**config.mk**
```make
export PLATFORM = sky130hd
export DESIGN_NAME = adam_aes_stream
export DESIGN_NICKNAME = d
export VERILOG_FILES = /design/src/rtl/adam_aes_pkg.sv /design/src/rtl/adam_aes_ofifo.sv /design/src/rtl/adam_aes_stream.sv
export SDC_FILE = /design/constraint.sdc
export NUM_CORES = 1
export LEC_CHECK = 0
export BUFFER_PORTS_ARGS = -buffer_cell sky130_fd_sc_hd__buf_2
export CAP_MARGIN = 20
export CORE_AREA = 2 2 256 258
export DETAILED_ROUTE_END_ITERATION = 7
export DIE_AREA = 0 0 258 260
export PLACE_DENSITY_LB_ADDON = 0.12
export SLEW_MARGIN = 20
export SYNTH_ARGS = -nofsm -noshare
export SYNTH_HDL_FRONTEND = slang
export SYNTH_SLANG_ARGS = --single-unit
export TNS_END_PERCENT = 1
```
**constraint.sdc**
```tcl
create_clock -name clk -period 5.65 [get_ports clk]
set_clock_uncertainty 0.2 [all_clocks]
set_input_delay 1.13 -clock clk [delete_from_list [all_inputs] [get_ports clk]]
set_output_delay 1.13 -clock clk [all_outputs]
set_load 0.05 [all_outputs]
```
**src/rtl/adam_aes_pkg.sv**
```systemverilog
// Shared types and constants for the AES streaming controller.
// Latency: none (declarations only).
// Backpressure: not applicable.
package adam_aes_pkg;

    localparam int AES_BLOCK_W = 128;

    typedef enum logic [1:0] {
        MODE_ECB = 2'd0,
        MODE_CBC = 2'd1,
        MODE_CTR = 2'd2
    } aes_mode_e;

    typedef enum logic [2:0] {
        ST_IDLE     = 3'd0,
        ST_KEY_INIT = 3'd1,
        ST_KEY_WAIT = 3'd2,
        ST_CIPHER   = 3'd3,
        ST_WAIT     = 3'd4
    } stream_state_e;

    // The unused mode encoding falls back to ECB.
    function automatic aes_mode_e decode_mode(input logic [1:0] m);
        case (m)
            2'd1:    return MODE_CBC;
            2'd2:    return MODE_CTR;
            default: return MODE_ECB;
        endcase
    endfunction

endpackage

```
**src/rtl/adam_aes_ofifo.sv**
```systemverilog
// Synchronous FIFO holding finished cipher blocks.
// Latency: a pushed entry is visible at the head the cycle after the push.
// Backpressure: push ignored when full, pop ignored when empty; push and pop may share a cycle.
module adam_aes_ofifo #(
    parameter int WIDTH = 128,
    parameter int DEPTH = 2
) (
    input  logic             clk,
    input  logic             reset_n,
    input  logic             push,
    input  logic [WIDTH-1:0] push_data,
    input  logic             pop,
    output logic [WIDTH-1:0] pop_data,
    output logic             full,
    output logic             empty
);
    localparam int AW = $clog2(DEPTH);
    localparam logic [AW:0] PTR_ONE = 1;

    logic [WIDTH-1:0] mem [DEPTH];
    logic [AW:0]      wr_ptr;
    logic [AW:0]      rd_ptr;
    logic             do_push;
    logic             do_pop;

    assign do_push  = push && !full;
    assign do_pop   = pop && !empty;
    assign empty    = (wr_ptr == rd_ptr);
    assign full     = (wr_ptr[AW] != rd_ptr[AW]) && (wr_ptr[AW-1:0] == rd_ptr[AW-1:0]);
    assign pop_data = mem[rd_ptr[AW-1:0]];

    // Storage is cleared on reset so the head reads zero when empty after reset.
    always_ff @(posedge clk or negedge reset_n) begin
        if (!reset_n) begin
            for (int i = 0; i < DEPTH; i++) mem[i] <= '0;
        end else if (do_push) begin
            mem[wr_ptr[AW-1:0]] <= push_data;
        end
    end

    // Pointers carry an extra wrap bit to tell full from empty.
    always_ff @(posedge clk or negedge reset_n) begin
        if (!reset_n) begin
            wr_ptr <= '0;
            rd_ptr <= '0;
        end else begin
            if (do_push) wr_ptr <= wr_ptr + PTR_ONE;
            if (do_pop)  rd_ptr <= rd_ptr + PTR_ONE;
        end
    end

endmodule

```
**src/rtl/adam_aes_stream.sv**
```systemverilog
// AES stream controller: ECB/CBC/CTR chaining around a block engine with a key-slot cache.
// Latency: cached key accept->eng_start 1 cycle, eng_done->out_valid 1 cycle; a key miss adds expansion time.
// Backpressure: one block in flight; in_ready only in IDLE with room in the output FIFO.
module adam_aes_stream
    import adam_aes_pkg::*;
#(
    parameter int NUM_KEYS  = 2,
    parameter int CTR_WIDTH = 32,
    parameter int OUT_DEPTH = 2,
    localparam int KS_W     = (NUM_KEYS > 1) ? $clog2(NUM_KEYS) : 1
) (
    input  logic                   clk,
    input  logic                   reset_n,
    input  logic [1:0]             cfg_mode,
    input  logic                   cfg_encdec,
    input  logic [KS_W-1:0]        cfg_key_sel,
    input  logic [AES_BLOCK_W-1:0] cfg_iv,
    input  logic                   cfg_iv_load,
    input  logic [NUM_KEYS-1:0]    key_update,
    input  logic                   in_valid,
    output logic                   in_ready,
    input  logic [AES_BLOCK_W-1:0] in_data,
    output logic                   out_valid,
    input  logic                   out_ready,
    output logic [AES_BLOCK_W-1:0] out_data,
    output logic                   busy,
    output logic                   eng_key_init,
    input  logic                   eng_key_ready,
    output logic                   eng_start,
    output logic                   eng_encdec,
    output logic [KS_W-1:0]        eng_key_sel,
    output logic [AES_BLOCK_W-1:0] eng_block,
    input  logic                   eng_done,
    input  logic [AES_BLOCK_W-1:0] eng_result
);
    // Only the low CTR_WIDTH bits of the counter advance; upper IV bits stay fixed.
    localparam logic [AES_BLOCK_W-1:0] CTR_MASK = {AES_BLOCK_W{1'b1}} >> (AES_BLOCK_W - CTR_WIDTH);
    localparam logic [AES_BLOCK_W-1:0] ONE      = 1;

    stream_state_e          state;
    logic [AES_BLOCK_W-1:0] data_q;
    logic [AES_BLOCK_W-1:0] chain;
    logic [AES_BLOCK_W-1:0] chain_next;
    logic [AES_BLOCK_W-1:0] push_data;
    aes_mode_e              mode_q;
    logic                   encdec_q;
    logic [KS_W-1:0]        sel_q;
    logic [KS_W-1:0]        cur_slot;
    logic                   key_valid;
    logic                   cur_invalidated;
    logic                   key_hit;
    logic                   accept;
    logic                   push;
    logic                   fifo_full;
    logic                   fifo_empty;

    assign accept          = in_valid && in_ready;
    assign cur_invalidated = key_update[cur_slot];
    // A rewrite of the expanded slot in the accept cycle already counts as a miss.
    assign key_hit         = key_valid && !cur_invalidated && (cfg_key_sel == cur_slot);
    assign push            = (state == ST_WAIT) && eng_done;

    assign in_ready     = (state == ST_IDLE) && !fifo_full;
    assign busy         = (state != ST_IDLE);
    assign eng_key_init = (state == ST_KEY_INIT);
    assign eng_start    = (state == ST_CIPHER);
    assign eng_key_sel  = sel_q;
    assign eng_encdec   = (mode_q == MODE_CTR) || encdec_q;
    assign out_valid    = !fifo_empty;

    // Engine input block: CBC encrypt whitens with the chain, CTR ciphers the counter.
    always_comb begin
        eng_block = data_q;
        case (mode_q)
            MODE_CBC: if (encdec_q) eng_block = data_q ^ chain;
            MODE_CTR: eng_block = chain;
            default:  eng_block = data_q;
        endcase
    end

    // Output block and next chain value from the engine result.
    always_comb begin
        push_data  = eng_result;
        chain_next = chain;
        case (mode_q)
            MODE_CBC: begin
                if (encdec_q) begin
                    chain_next = eng_result;
                end else begin
                    push_data  = eng_result ^ chain;
                    chain_next = data_q;
                end
            end
            MODE_CTR: begin
                push_data  = eng_result ^ data_q;
                chain_next = (chain & ~CTR_MASK) | ((chain + ONE) & CTR_MASK);
            end
            default: push_data = eng_result;
        endcase
    end

    // Control FSM with key-slot tracking and chain register.
    always_ff @(posedge clk or negedge reset_n) begin
        if (!reset_n) begin
            state     <= ST_IDLE;
            data_q    <= '0;
            mode_q    <= MODE_ECB;
            encdec_q  <= 1'b0;
            sel_q     <= '0;
            cur_slot  <= '0;
            key_valid <= 1'b0;
            chain     <= '0;
        end else begin
            if (cur_invalidated) key_valid <= 1'b0;
            case (state)
                ST_IDLE: begin
                    if (cfg_iv_load) chain <= cfg_iv;
                    if (accept) begin
                        data_q   <= in_data;
                        mode_q   <= decode_mode(cfg_mode);
                        encdec_q <= cfg_encdec;
                        sel_q    <= cfg_key_sel;
                        state    <= key_hit ? ST_CIPHER : ST_KEY_INIT;
                    end
                end
                ST_KEY_INIT: begin
                    cur_slot  <= sel_q;
                    key_valid <= 1'b0;
                    state     <= ST_KEY_WAIT;
                end
                ST_KEY_WAIT: begin
                    // A rewrite landing on completion leaves the slot stale; this block still runs.
                    if (eng_key_ready) begin
                        if (!cur_invalidated) key_valid <= 1'b1;
                        state <= ST_CIPHER;
                    end
                end
                ST_CIPHER: state <= ST_WAIT;
                ST_WAIT: begin
                    if (eng_done) begin
                        chain <= chain_next;
                        state <= ST_IDLE;
                    end
                end
                default: state <= ST_IDLE;
            endcase
        end
    end

    adam_aes_ofifo #(
        .WIDTH (AES_BLOCK_W),
        .DEPTH (OUT_DEPTH)
    ) u_ofifo (
        .clk       (clk),
        .reset_n   (reset_n),
        .push      (push),
        .push_data (push_data),
        .pop       (out_valid && out_ready),
        .pop_data  (out_data),
        .full      (fifo_full),
        .empty     (fifo_empty)
    );

endmodule

```
==> results.toml <==
[synth]
synth_area_per_cell_um2 = 8.93
ys_types = 69
synth_top_area_cell = "dfrtp_1"
synthTopCellsByArea = "dfrtp_1 38%, mux2_2 15%, o21ai_0 6.3%"
yosysMostFrequentCell = "dfrtp_1"
synthCells = 3857
synth_flop_cell = "dfrtp_1"
synth_nets = 4257
ys_seq_area_share_pct = 38.1
async_flop_share_pct = 100
synth_common_cells = "525 x dfrtp_1, 508 x nor2_1, 462 x mux2_2, 433 x o21ai_0, 380 x nand2_1"
synth_warnings = 0
synth_area_um2 = 34400
synth_edf_count = 0
synth_top_area_share_pct = 38.1
ys_seq_elements = 525

[route]
wl_met3_mm = 8.68
drt_wl_total_mm = 116
top_layer_used = "met5"
dr.pass1.iters = 7
via_count = 31500
drcViolationCount = 0
antenna_left = 0
route.layer.met1.wl_mm = 48.1
initialDrtViolationCount = 2948
wl_met2_mm = 53.5
wl_per_cell_um = 22.1
via_per_inst = 6.01

[placed_design]
dp_hpwl_mm = 75.0
dp_slack_ns = 1.68
io_buffers = 659
place_congestion = 0.890

[timing]
worst_pin_slew_ns = 1.41
max_freq_ghz = 0.215
rsz0062_at_grt = "false"
setup_ws_ns = 0.993
hold_viol_final = 0
slew_viol_final = 0
finalSetupTns_ns = 0
finalSetupViolCount = 0
fin_crit_sh_pct = 82.4
fin_crit_ns = 4.66
timing.slew.headroom_pct = 5.75

[clock_network]
cts_made_buffers = 61
clock-root-buffer = "clkbuf_16"
h-tree-depth = 2
insertion_delay_ns = 0.63
clock_path_buffers = 3
post_cts_buffers = 0
ctsResizeCount = 0
clock-sinks = 525
path_clk_slew_ns = 0.06
cts_tree = "yes"
ctsHoldBuffers = 0

[global_routing]
grt_pass1_vias = 29900
grt_pass1_wl_mm = 177
grt_usage_pct = 33.3
grt_max_degree = 227
gr-total-overflow = 0
antenna_found_initial = 64

[worst_hold_path]
min_to = "u_ofifo.mem[55]$_DFFE_PN0P_"
whs_path_depth = 2
worstHoldStart = "u_ofifo.mem[55]$_DFFE_PN0P_"
hold_path_class = "register to register"

[critical_path]
critPathCaptureType = "output pin"
worstReg2RegEnd = "chain[87]$_DFFE_PN0P_"
r2r_start = "mode_q[0]$_DFFE_PN0P_"
path_max_fanout = 185
ff2ff_path_depth = 9
path_class = "register to output pin"
cp_data_arrival_time_ns = 3.33
regToRegSetupSlack_ns = 2.08
worst_setup_path_start_kind = "register"
required_ns = 4.32

[floorplanning]
die_h_um = 260
die_area_um2 = 67100
die_w_um = 258
start_util_pct = 53.7
ios = 660
rows = 93
core_area_um2 = 64100

[finish]
area_growth_pct = 16.6
finish.net_count = 4688
drive_above_1_share_pct = 30.9

[outcome]
status = "completed"

[job]
max_cap_viol_count = 0
layout by cell type (no fill, tap or decap), types with 5 or more instances in the layout:
cell type  count
a211oi_1       8
a21boi_0     128
a21oi_1      266
a222oi_1     127
a31oi_1       16
a41oi_1        5
and3_1         5
buf_12        26
buf_2        658
buf_4         19
bufinv_16      5
clkbuf_1      18
clkbuf_16     62
clkbuf_8      14
clkinv_2      11
dfrtp_1      523
diode_2       46
inv_1          9
mux2_2       462
mux2_4        56
mux2i_1      115
nand2_1      379
nand2b_1       8
nand3_1       14
nand4_1        7
nor2_1       508
nor2b_1      252
nor3_1         7
o21ai_0      433
o22ai_1      100
o31ai_1        7
or3_1          6
xnor2_1        6
flip-flops by register name, summed over array words and instances, names as in the netlist, 2 cells and up:
name / flops
u_ofifo.wr_ptr: 2
mode_q: 2
u_ofifo.mem: 256
state: 3
u_ofifo.rd_ptr: 2
data_q: 128
chain: 128
stage by stage:
| step | hold slack [ns] | utilization (%) | instance area [µm²] | std cells |
|---|---|---|---|---|
| after global routing | 0.296 | 62.6 | 40100 | 5227 |
| final | 0.274 | 62.6 | 40200 | 5238 |
| after floorplan | 0.244 | - | 34400 | 3857 |
| after CTS | 0.277 | 62.4 | 40000 | 5190 |
| after detailed placement | 0.264 | 59.2 | 38000 | 5078 |
| after global placement | 0.255 | 59.2 | 38000 | 5078 |
worst max-delay path: stages (launching register included):
cell and delay, ns:
dfrtp_4 0.84, buf_12 0.49, a21boi_0 0.19, o21ai_0 0.23, nand2_1 0.15, buf_2 0.25
how the worst max path moves through the flow:
stage                               start            end  slack (ns)  cells past startpoint
floorplan           mode_q[0]$_DFFE_PN0P_  eng_block[12]        1.56                      8
global placement     encdec_q$_DFFE_PN0P_  eng_block[60]        1.66                      6
detailed placement   encdec_q$_DFFE_PN0P_  eng_block[60]        1.68                      6
global route         encdec_q$_DFFE_PN0P_  eng_block[60]        0.86                      6
finish               encdec_q$_DFFE_PN0P_  eng_block[48]        0.99                      5
CTS                  encdec_q$_DFFE_PN0P_  eng_block[60]        0.99                      6
cell type report:
cell class | instances | area (µm²)
Fill cell | 5647 | 24000
Multi-Input combinational cell | 2986 | 19800
Sequential cell | 525 | 13100
Timing Repair Buffer | 705 | 4000
Clock buffer | 94 | 1810
Tap cell | 855 | 1070
Clock inverter | 18 | 230
Antenna cell | 46 | 115
Inverter | 9 | 33.8
cell families after synthesis:
logic type | count (synthesis) | synth area share [%]
and+or+nand+nor | 1213 | 15.7
AOI/OAI and AO/OA | 1123 | 20.0
muxes | 637 | 21.0
DFF | 525 | 38.1
buffers and inverters | 346 | 4.69
xor gates and xnor gates | 10 | 0.254
adders and majority gates | 3 | 0.109
routing by layer:
layer	track usage [%]	vias to the layer above
met3	7.60	273
met5	0	-
met4	16.3	40
li1	-	14800
met1	43.6	15300
met2	52.1	1090
Power is left out: the tool's default activity adds up to more than one toggle a clock period on the data nets, which glitch-free logic cannot reach.
